`config.mk`:
```
export PLATFORM = sky130hd
export DESIGN_NAME = digit_serial_addsub
export DESIGN_NICKNAME = d
export VERILOG_FILES = /design/src/rtl/digit_serial_pkg.sv /design/src/rtl/digit_adder_cell.sv /design/src/rtl/digit_serial_addsub.sv
export SDC_FILE = /design/constraint.sdc
export NUM_CORES = 1
export LEC_CHECK = 0
export CAP_MARGIN = 20
export CORE_MARGIN = 5
export CORE_UTILIZATION = 35
export CTS_CLUSTER_DIAMETER = 30
export DETAILED_ROUTE_END_ITERATION = 12
export GPL_ROUTABILITY_DRIVEN = 0
export SKIP_LAST_GASP = 1
export SYNTH_ARGS = -nofsm -noshare
export SYNTH_HDL_FRONTEND = slang
export SYNTH_SLANG_ARGS = --single-unit
export TNS_END_PERCENT = 20
```
`constraint.sdc`:
```
create_clock -name clk -period 4.5 [get_ports clk]
set_input_delay 1.125 -clock clk [delete_from_list [all_inputs] [get_ports clk]]
set_output_delay 1.125 -clock clk [all_outputs]
set_load 0.01 [all_outputs]
```
`src/rtl/digit_serial_pkg.sv`:
```
// Shared types and elaboration helpers for the digit-serial add/subtract unit.
package digit_serial_pkg;

  typedef enum logic [1:0] {
    IDLE = 2'd0,
    RUN  = 2'd1,
    DONE = 2'd2
  } state_e;

  // Number of digit cycles needed to cover the full operand width.
  function automatic int num_digits(input int width, input int digit);
    return width / digit;
  endfunction

  // Width of the digit index register; never narrower than one bit.
  function automatic int idx_width(input int n);
    return (n <= 1) ? 1 : $clog2(n);
  endfunction

endpackage

```
`src/rtl/digit_adder_cell.sv`:
```
// Combinational DIGIT-bit ripple adder built from full-adder slices.
// c_top is the carry into the most significant slice, used by the caller
// to form signed overflow on the last digit.
module digit_adder_cell #(
  parameter int DIGIT = 2
) (
  input  logic [DIGIT-1:0] a,
  input  logic [DIGIT-1:0] b,
  input  logic             cin,
  output logic [DIGIT-1:0] sum,
  output logic             cout,
  output logic             c_top
);

  // Ripple the carry through each bit slice, remembering the carry into the top slice.
  always_comb begin
    logic c;
    c     = cin;
    c_top = cin;
    sum   = '0;
    for (int i = 0; i < DIGIT; i++) begin
      c_top  = c;
      sum[i] = a[i] ^ b[i] ^ c;
      c      = (a[i] & b[i]) | (a[i] & c) | (b[i] & c);
    end
    cout = c;
  end

endmodule

```
`src/rtl/digit_serial_addsub.sv`:
```
// Multi-cycle add/subtract unit processing DIGIT bits per clock.
// Optional build macro DIGIT_SERIAL_ADDSUB_SATURATE_EN clamps the result to
// the signed limit on overflow; by default the result wraps.
module digit_serial_addsub
  import digit_serial_pkg::*;
#(
  parameter int WIDTH = 8,
  parameter int DIGIT = 2
) (
  input  logic             clk,
  input  logic             rst_n,
  input  logic             start,
  input  logic             sub,
  input  logic [WIDTH-1:0] a,
  input  logic [WIDTH-1:0] b,
  output logic             ready,
  output logic             busy,
  output logic             done,
  output logic [WIDTH-1:0] sum,
  output logic             carry,
  output logic             overflow
);

  localparam int N  = num_digits(WIDTH, DIGIT);
  localparam int IW = idx_width(N);
  localparam logic [IW-1:0] LAST_IDX = IW'(N - 1);
  localparam logic [WIDTH-1:0] POS_LIMIT = {1'b0, {(WIDTH-1){1'b1}}};
  localparam logic [WIDTH-1:0] NEG_LIMIT = {1'b1, {(WIDTH-1){1'b0}}};

  if ((WIDTH % DIGIT) != 0) begin : g_width_check
    $error("digit_serial_addsub: WIDTH must be a multiple of DIGIT");
  end
  if ((DIGIT < 1) || (DIGIT > WIDTH)) begin : g_digit_check
    $error("digit_serial_addsub: DIGIT must lie in 1..WIDTH");
  end

  state_e           state_q, state_d;
  logic [WIDTH-1:0] a_q, a_d;       // latched operand A
  logic [WIDTH-1:0] b_q, b_d;       // latched effective B (inverted for subtract)
  logic [WIDTH-1:0] acc_q, acc_d;   // partial result, hidden from the output
  logic [WIDTH-1:0] sum_q, sum_d;
  logic [IW-1:0]    idx_q, idx_d;
  logic             cy_q, cy_d;     // inter-digit carry
  logic             carry_q, carry_d;
  logic             ovf_q, ovf_d;
  logic             ready_q, ready_d;
  logic             busy_q, busy_d;
  logic             done_q, done_d;

  logic [DIGIT-1:0] dig_a, dig_b, dig_s;
  logic             dig_cout, dig_ctop;

  assign dig_a = a_q[idx_q*DIGIT +: DIGIT];
  assign dig_b = b_q[idx_q*DIGIT +: DIGIT];

  digit_adder_cell #(
    .DIGIT (DIGIT)
  ) u_cell (
    .a     (dig_a),
    .b     (dig_b),
    .cin   (cy_q),
    .sum   (dig_s),
    .cout  (dig_cout),
    .c_top (dig_ctop)
  );

  // Next-state, datapath and registered-output decode.
  always_comb begin
    state_d = state_q;
    a_d     = a_q;
    b_d     = b_q;
    acc_d   = acc_q;
    sum_d   = sum_q;
    idx_d   = idx_q;
    cy_d    = cy_q;
    carry_d = carry_q;
    ovf_d   = ovf_q;

    case (state_q)
      IDLE, DONE: begin
        if (start) begin
          a_d     = a;
          b_d     = sub ? ~b : b;
          cy_d    = sub;
          idx_d   = '0;
          acc_d   = '0;
          state_d = RUN;
        end else begin
          state_d = IDLE;
        end
      end
      RUN: begin
        acc_d[idx_q*DIGIT +: DIGIT] = dig_s;
        cy_d  = dig_cout;
        idx_d = idx_q + IW'(1);
        if (idx_q == LAST_IDX) begin
          idx_d   = '0;
          state_d = DONE;
          carry_d = dig_cout;
          ovf_d   = dig_cout ^ dig_ctop;
`ifdef DIGIT_SERIAL_ADDSUB_SATURATE_EN
          // On overflow both operands share a sign, so A's sign gives the direction.
          if (dig_cout ^ dig_ctop) begin
            sum_d = a_q[WIDTH-1] ? NEG_LIMIT : POS_LIMIT;
          end else begin
            sum_d = acc_d;
          end
`else
          sum_d = acc_d;
`endif
        end
      end
      default: state_d = IDLE;
    endcase

    ready_d = (state_d != RUN);
    busy_d  = (state_d == RUN);
    done_d  = (state_d == DONE);
  end

  // State, operand and output registers with asynchronous clear.
  always_ff @(posedge clk or negedge rst_n) begin
    if (!rst_n) begin
      state_q <= IDLE;
      a_q     <= '0;
      b_q     <= '0;
      acc_q   <= '0;
      sum_q   <= '0;
      idx_q   <= '0;
      cy_q    <= 1'b0;
      carry_q <= 1'b0;
      ovf_q   <= 1'b0;
      ready_q <= 1'b1;
      busy_q  <= 1'b0;
      done_q  <= 1'b0;
    end else begin
      state_q <= state_d;
      a_q     <= a_d;
      b_q     <= b_d;
      acc_q   <= acc_d;
      sum_q   <= sum_d;
      idx_q   <= idx_d;
      cy_q    <= cy_d;
      carry_q <= carry_d;
      ovf_q   <= ovf_d;
      ready_q <= ready_d;
      busy_q  <= busy_d;
      done_q  <= done_d;
    end
  end

  assign ready    = ready_q;
  assign busy     = busy_q;
  assign done     = done_q;
  assign sum      = sum_q;
  assign carry    = carry_q;
  assign overflow = ovf_q;

  // POS_LIMIT/NEG_LIMIT are only referenced by the saturating build.
  logic unused_limits;
  assign unused_limits = ^{POS_LIMIT, NEG_LIMIT};

endmodule

```
Yosys cells after proc, flatten, opt, wreduce, memory -nomap -nowiden:

Index checks and enable logic that the tools add are counted.
Widths: inputs -> output; s select.

* logic and storage cells: 59
* flip-flop bits (word level): 42
* input port bits: 20
* output and inout bits: 13

* reductions and logical operators: 6
* add/sub/neg operators: 2
* equal/unequal tests: 7
* shifts and indexed selects: 4
* mux-type cells: 12
* bitwise gates (word level): 16

Operators with widths (count)
* $neg 3->34: 1
* $shift 2x34->8 const A: 1
* $shiftx 2x34->8: 1
* $mux 8: 2
* $pmux 8 s2: 1
* $shiftx 8x4->2: 2
* $bwmux 8: 1
* $not 8->8: 1
* $pmux 2 s2: 2
* $and 1x1->1: 6
* $eq 2x2->1 const B: 3
* $mux 2: 3
* $reduce_and 2->1: 3
* $xor 1x1->1: 5
* $eq 2x1->1 const B: 2
* $or 1x1->1: 4
* $add 2x1->2 const B: 1
* $logic_not 2->1: 1
* $mux 1: 2
* $ne 2x1->1 const B: 1
* $ne 2x2->1 const B: 1
* $pmux 1 s2: 1
* $reduce_bool 2->1: 1
* $reduce_or 2->1: 1

Depth between registers and ports, before layout:

Gate-level depths: netlist of run 1.

* depth in word-level cells: 8
* depth in mapped cells: 7
* gate-level depth less buffers: 5

Hierarchy:

Synthesis of run 1 repeated with hierarchy kept, for this count alone.

* cells, all modules: 199
* area total of the unflattened synthesis: 2107.0 um2

Modules (own cells, without submodules)
* digit_serial_addsub: area an instance 2033.2 um2, sequential area each 1052.3 um2, times used 1, cells each 188
* digit_adder_cell: area an instance 73.8 um2, sequential area each 0.0 um2, times used 1, cells each 11

Worst setup path after synthesis of run 1:

No wires, ideal clock.

* kind: register -> register
* start point: register idx_q[0]
* end point: register acc_q[1]
* buffers on the path: 2
* data arrival time: 2.313 ns
* setup slack: 2.065 ns
* setup time: 0.121 ns
* cell stages (with the launch flop): 7
* required time: 4.379 ns
* clock period less this slack: 2.435 ns
* cell sequence: dfrtp_1 buf_6 mux4_2 fa_1 fa_1 buf_2 a32o_2

* longest elaborated chain between the ends: 8
* elaborated cells between the ends (all ways): 16
* classes of those cells: add/sub: 1; shift: 4; mux: 2; bitwise: 9

Ends and longest elaborated chain
* start: declaration: line digit_serial_addsub.sv:42 `logic [IW-1:0] idx_q, idx_d;`
* start signal: assignment: line digit_serial_addsub.sv:142 `idx_q <= idx_d;`
* $shiftx 8x4->2, on equally long branches: line digit_serial_addsub.sv:53, digit_serial_addsub.sv:54
* $and 1x1->1: line digit_adder_cell.sv:24 `c = (a[i] & b[i]) | (a[i] & c) | (b[i] & c);`
* $or 1x1->1 (2 in a row): line digit_adder_cell.sv:24
* $xor 1x1->1: line digit_adder_cell.sv:23 `sum[i] = a[i] ^ b[i] ^ c;`
* $shiftx 2x34->8: line digit_serial_addsub.sv:93 `acc_d[idx_q*DIGIT +: DIGIT] = dig_s;`
* $bwmux 8 *: line digit_serial_addsub.sv:93
* $pmux 8 s2 *: line digit_serial_addsub.sv:79 `case (state_q)`
* end signal: assignment: line digit_serial_addsub.sv:127 `acc_q <= '0;`
* end signal: assignment: line digit_serial_addsub.sv:140 `acc_q <= acc_d;`
* end: declaration: line digit_serial_addsub.sv:40 `logic [WIDTH-1:0] acc_q, acc_d;`

Mark *: on every way between the ends. The rest lies on a longest branch, timed or not.
A chain may end at the register's enable or synchronous reset.

Final worst setup path of run 1:

* start point: register idx_q[0]
* end point: register sum_q[5] (netlist: sum[5])

* longest elaborated chain between the ends: 7
* elaborated cells between the ends (all ways): 17
* classes of those cells: add/sub: 1; eq/ne: 1; shift: 4; mux: 1; bitwise: 9; reduce/logical: 1

Ends and longest elaborated chain
* $shiftx 8x4->2, on equally long branches: line digit_serial_addsub.sv:53, digit_serial_addsub.sv:54
* $and 1x1->1: line digit_adder_cell.sv:24
* $or 1x1->1 (2 in a row): line digit_adder_cell.sv:24
* $xor 1x1->1: line digit_adder_cell.sv:23
* $shiftx 2x34->8: line digit_serial_addsub.sv:93
* $bwmux 8: line digit_serial_addsub.sv:93
* end signal: assignment: line digit_serial_addsub.sv:141 `sum_q <= sum_d;`
* end: declaration: line digit_serial_addsub.sv:41 `logic [WIDTH-1:0] sum_q, sum_d;`

Parallel ways exist; a longest one is shown, timed or not.

==> metrics.yaml, run 1 <==
synth_fp_nets: 213
path_clk_slew_ns: 0.08
hold_path_class: "register to register"
setup_viol: 0
numCtsBuffers: 5
die_h_um: 87.43
dieArea_sq_um: 7643
postCtsSetupRepairBufs: 0
synth_edf_count: 0
grt-ovfl-total: 0
ff2ff_setup_slack_ns: 1.67
routed_wl_um: 3805
slew_violations: 0
syn_avg_cell_area_sq_um: 11.34
wirelength_met1_um: 1910
area.growth.synth_to_final_pct: 19.14
initial_core_util_pct: 35.65
fp-row-count: 28
ioPinCount: 33
cts_tree: "yes"
drc: 0
dr_wl_met3_um: 199
leakage_uw: 0.001129
antenna_found_initial: 0
skew_ns: 0.006767
yosys.area.top_type: "dfrtp_1"
cp-start-kind: "register"
finalCritPeriodShare_pct: 62.93
cts_hold_buf: 0
first_global_vias: 1391
ys_top_cells_by_area: "dfrtp_1 (49%), nand2_1 (6.3%), a32o_2 (4.3%)"
cp.arrival_ns: 3.05
max-clock-path-buffers: 2
place.detailed.hpwl_um: 2709
ant_nets: 0
crit_fanout: 14
synthArstFlopShare_pct: 100.0
vias_per_cell: 4.663
slowest_stage: "fa_1"
core_region_area_sq_um: 5886
cap_violations: 0
wl_per_cell_um: 13.21
layout-drive-gt1-share_pct: 16.43
synth.distinct_cells: 29
synth_common_cells: "dfrtp_1 (41), nand2_1 (35), nor2_1 (10)"
grt_max_degree: 43
fmax_mhz: 353.1
whs_ns: 0.4805
status: "finished, final reports clean"
min_period_ns: 2.832
cts.sinks: 42
cpPeakStageDelay_ns: 0.72
yosys.area.top_type_share_pct: 48.90
synth_most_common_cell: "dfrtp_1"
root_buffer: "clkbuf_8"
synth_flop_cell: "dfrtp_1"
grt_use_total_pct: 11.51
cp_top_family: "adder cells"
synth.cell_area_sq_um: 2098
finalNetCount: 240
seq_area_frac_synth_pct: 50.15
topRoutingLayerUsed: "met4"
yosys_warnings: 0
setup.worst_path.class: "register to register"
finalSetupTns_ns: 0
n_antenna_cell: 0
worstSkewPairLatency_ns: 0.29
synthCells: 185
port-buffer-count: 32
drtIter0Drc: 24
crit_chain: "mux4_2 > fa_1 > fa_1 > a21oi_1 > a21oi_2"
power_density_nw_per_um2: 755.7
critPathBufInv: 0
cts_resized: 0
hold_viol: 0
die_x_um: 87.43
wl_met2_um: 1602
htree_levels: 2
worst_setup_path_end_kind: "register"
yosys_register_bits: 42
firstDrtPassIters: 4
rsz0062_at_grt: "false"
peakVddDrop_mv: 0.3387
power_uw: 1889
grt_first_pass_wirelength_um: 6755
tightest_slew_ns: 0.9156
vias: 1343
maxSlewHeadroom_pct: 38.96
required_ns: 4.72
path_common_cell: "fa_1"
-- cell type report --
| class | instances | area (sq um) |
|---|---|---|
| clock buffer | 7 | 86.33 |
| clock inverter | 1 | 5.005 |
| fill | 602 | 3386 |
| inverter | 3 | 11.26 |
| multi-input combinational | 128 | 935.9 |
| sequential | 42 | 1052 |
| tap | 75 | 93.84 |
| timing repair buffer | 32 | 315.3 |
-- final timing paths --
path / from / endpoint / cells after the start
max: idx_q[0]$_DFFE_PN0P_ / sum[5]$_DFFE_PN0P_ / 5
max reg2reg: idx_q[0]$_DFFE_PN0P_ / sum[5]$_DFFE_PN0P_ / 5
max in group asynchronous: rst_n / a_q[5]$_DFFE_PN0P_ / 1
min: a_q[1]$_DFFE_PN0P_ / a_q[1]$_DFFE_PN0P_ / 2
min reg2reg: a_q[1]$_DFFE_PN0P_ / a_q[1]$_DFFE_PN0P_ / 2
min in group asynchronous: rst_n / state_q[0]$_DFF_PN0_ / 1
-- per-stage QoR --
stage | instances | util (%) | area (sq um) | worst slack, ns
final | 288 | 42.47 | 2500 | 1.668
after global routing | 288 | 42.47 | 2500 | 1.527
after CTS | 288 | 42.47 | 2500 | 1.661
after detailed placement | 280 | 40.92 | 2409 | 1.701
after global placement | 280 | 40.92 | 2409 | 1.744
after floorplan | 185 | - | 2098 | 2.065
-- state kept, by name, indices dropped and copies added, names as in the netlist --
signal / count
idx_q: 2
carry: 1
a_q: 8
busy: 1
ready: 1
acc_q: 8
done: 1
state_q: 2
sum: 8
b_q: 8
cy_q: 1
overflow: 1
-- layer usage --
layer / GRT usage (%) / vias to the layer above
met5: 0 / -
li1: - / 683
met1: 15.36 / 618
met3: 2.554 / 8
met4: 5.858 / 0
met2: 17.47 / 34
-- where the power goes --
group	switching (uW)	internal (uW)
combinational	513	453
clock	124	124
sequential	118	558
-- cells by family after synthesis --
family,Yosys count,share of synthesized area [%]
muxes,9,6.738
xor gates and xnor gates,9,3.757
adders and majority gates,8,5.486
buffers and inverters,15,5.247
AOI/OAI and AO/OA,38,13.36
and+or+nand+nor,64,15.27
DFF,42,50.15
-- tightest hold or removal path: stages (launching register included) --
cell and delay, ns:
dfrtp_1 0.34, nand2_1 0.05, nand2_1 0.06
-- cell usage in the layout, fill, tap and decap left out --
| cell type | n |
|---|---|
| mux4_2 | 4 |
| and4b_1 | 1 |
| clkbuf_8 | 6 |
| ha_1 | 6 |
| nand2_1 | 35 |
| o21ai_1 | 2 |
| nor2b_2 | 1 |
| buf_2 | 1 |
| mux2_2 | 1 |
| a31oi_1 | 1 |
| clkdlybuf4s50_1 | 31 |
| and4bb_2 | 2 |
| a21oi_2 | 9 |
| xnor2_1 | 9 |
| nand3_1 | 1 |
| inv_1 | 3 |
| dfrtp_1 | 41 |
| and3b_1 | 2 |
| a21oi_1 | 8 |
| nor2_1 | 10 |
| clkbuf_1 | 1 |
| and4bb_4 | 1 |
| a32o_2 | 8 |
| o31ai_1 | 2 |
| clkinv_2 | 1 |
| dfstp_2 | 1 |
| nand2b_1 | 2 |
| nor2b_1 | 9 |
| fa_1 | 2 |
| mux2i_1 | 4 |
| o21ai_0 | 8 |
Power figures use the tool's default switching activity.
==> run 2, diff against run 1 <==
==> constraint.sdc (replaced) <==
create_clock -name clk -period 2.91 [get_ports clk]
set_input_delay 0.7275 -clock clk [delete_from_list [all_inputs] [get_ports clk]]
set_output_delay 0.7275 -clock clk [all_outputs]
set_load 0.01 [all_outputs]
==> run 2 against run 1 <==
Clock skew about the same; worst setup slack got worse by 1.3 ns; clock power increased by 85%.
==> metrics.yaml, run 2 (synthesized netlist as in run 1, its figures left out) <==
status: "finished, final reports clean"
port-buffer-count: 32  # unchanged
slew_violations: 0  # unchanged
wl_per_cell_um: 13.48  # +2.1%
cap_violations: 0  # unchanged
min_period_ns: 2.521  # -0.3105 ns
vias: 1375  # +2.4%
utilization_pct: 43.37  # +0.89 points
place.detailed.hpwl_um: 2776  # +2.5%
postCtsSetupRepairBufs: 0  # unchanged
skew_ns: 0.006854  # +0.00008710 ns
maxSlewHeadroom_pct: 37.68  # -1.3 points
die_x_um: 87.43  # unchanged
routed_wl_um: 3951  # +3.8%
vias_per_cell: 4.693  # +0.64%
grt_first_pass_wirelength_um: 6789  # +0.50%
worst_setup_path_end_kind: "register"
cts.sinks: 42  # unchanged
peakVddDrop_mv: 0.5856  # +73%
layout_common_cells: "dfrtp_1 (41), nand2_1 (35), clkdlybuf4s50_1 (31)"
setup_viol: 0  # unchanged
cp.arrival_ns: 2.75  # -0.30 ns
crit_fanout: 8  # -6
hold_viol: 0  # unchanged
clkPwrFrac_pct: 15.1  # +2.0 points
initial_core_util_pct: 35.65  # unchanged
root_buffer: "clkbuf_8"
numCtsBuffers: 5  # unchanged
path_clk_slew_ns: 0.08  # about the same
finalSetupTns_ns: 0  # unchanged
setup.worst_path.class: "register to register"
drc: 0  # unchanged
grt-ovfl-total: 0  # unchanged
cts_tree: "yes"
fin_area_sq_um: 2552  # +2.1%
drtIter0Drc: 71  # +200%
ioPinCount: 33  # unchanged
hold_path_class: "register to register"
rsz0062_at_grt: "false"
final_common_cell: "dfrtp_1"
first_global_vias: 1386  # -0.36%
leakage_uw: 0.001159  # +2.6%
grt_max_degree: 43  # unchanged
power_frac_seq_pct: 33.6  # -2.2 points
cts_hold_buf: 0  # unchanged
fmax_mhz: 396.6  # +12%
fp-row-count: 28  # unchanged
layout-drive-gt1-share_pct: 17.89  # +1.5 points
worstSkewPairLatency_ns: 0.29  # about the same
n_antenna_cell: 0  # unchanged
power_density_nw_per_um2: 1189  # +57%
cp-start-kind: "register"
area.growth.synth_to_final_pct: 21.65
htree_levels: 2  # unchanged
firstDrtPassIters: 4  # unchanged
grt_use_total_pct: 11.53  # +0.022 points
place_area_sq_um: 2446  # +1.6%
finalNetCount: 245  # +2.1%
combPwrFrac_pct: 51.3  # +0.2 points
p_sw_uw: 1184  # +57%
antenna_found_initial: 0  # unchanged
cts_resized: 0  # unchanged
die_h_um: 87.43  # unchanged
dieArea_sq_um: 7643  # unchanged
tightest_slew_ns: 0.9348  # +0.01925 ns
switching_share_pct: 39.01  # -0.91 points
core_region_area_sq_um: 5886  # unchanged
p_int_uw: 1851  # +63%
required_ns: 3.14  # -1.58 ns
finalCritPeriodShare_pct: 86.64  # +24 points
ant_nets: 0  # unchanged
max-clock-path-buffers: 2  # unchanged
run 2: cell count changes in the layout (fill, tap and decap cells not counted):
cell	delta
clkbuf_8	-1
clkbuf_1	+1
buf_4	+5
clkinv_2	-1
bufinv_16	+1
run 2: per-layer routing:
| layer | vias to the layer above | track usage [%] | routed length [um] |
|---|---|---|---|
| met5 | - | 0 | 0 |
| met2 | 31 | 17.81 | 1801 |
| met1 | 644 | 15.13 | 1872 |
| met3 | 5 | 3.217 | 222 |
| li1 | 695 | - | - |
| met4 | 0 | 4.881 | 55 |
run 2: area by class of cell:
class	count	area, sq um
repair buffers	37	352.8
inverters	3	11.26
clock buffers	7	76.32
multi-input cells	128	935.9
flip-flops and latches	42	1052
well taps	75	93.84
fillers	573	3333
clock inverters	1	30.03
run 2: power groups by stage:
stage | clock, uW | combinational [uW] | sequential [uW]
finish | 459 | 1560 | 1020
global route | 491 | 1710 | 1060
CTS | 468 | 1570 | 1030
detailed placement | 0 | 1560 | 1040
global placement | 0 | 1550 | 1030
floorplan | 0 | 1100 | 1040
run 2: metrics by stage:
step	setup WS, ns	std cells	hold slack, ns	power (uW)
2_1_floorplan	0.4753	185	0.4319	2143
5_1_grt	0.3135	293	0.5126	3261
6_report	0.3887	293	0.4764	3035
4_1_cts	0.3679	293	0.4804	3062
3_3_place_gp	0.4538	285	0.4654	2582
3_5_place_dp	0.3779	285	0.4623	2601
run 2: critical path: stages, from the launching register on:
cell and delay, ns:
dfrtp_1 0.45, mux4_2 0.56, fa_1 0.46, fa_1 0.71, a21oi_1 0.13, a21oi_2 0.14
run 2: worst paths after layout:
check                                     start                 end  slack, ns  cells past startpoint
max                        idx_q[0]$_DFFE_PN0P_  sum[1]$_DFFE_PN0P_       0.39                      5
min                          a_q[6]$_DFFE_PN0P_  a_q[6]$_DFFE_PN0P_       0.48                      2
max reg2reg                idx_q[0]$_DFFE_PN0P_  sum[1]$_DFFE_PN0P_       0.39                      5
min reg2reg                  a_q[6]$_DFFE_PN0P_  a_q[6]$_DFFE_PN0P_       0.48                      2
max in group asynchronous                 rst_n  a_q[3]$_DFFE_PN0P_       1.76                      1
min in group asynchronous                 rst_n      done$_DFF_PN0_       0.57                      1
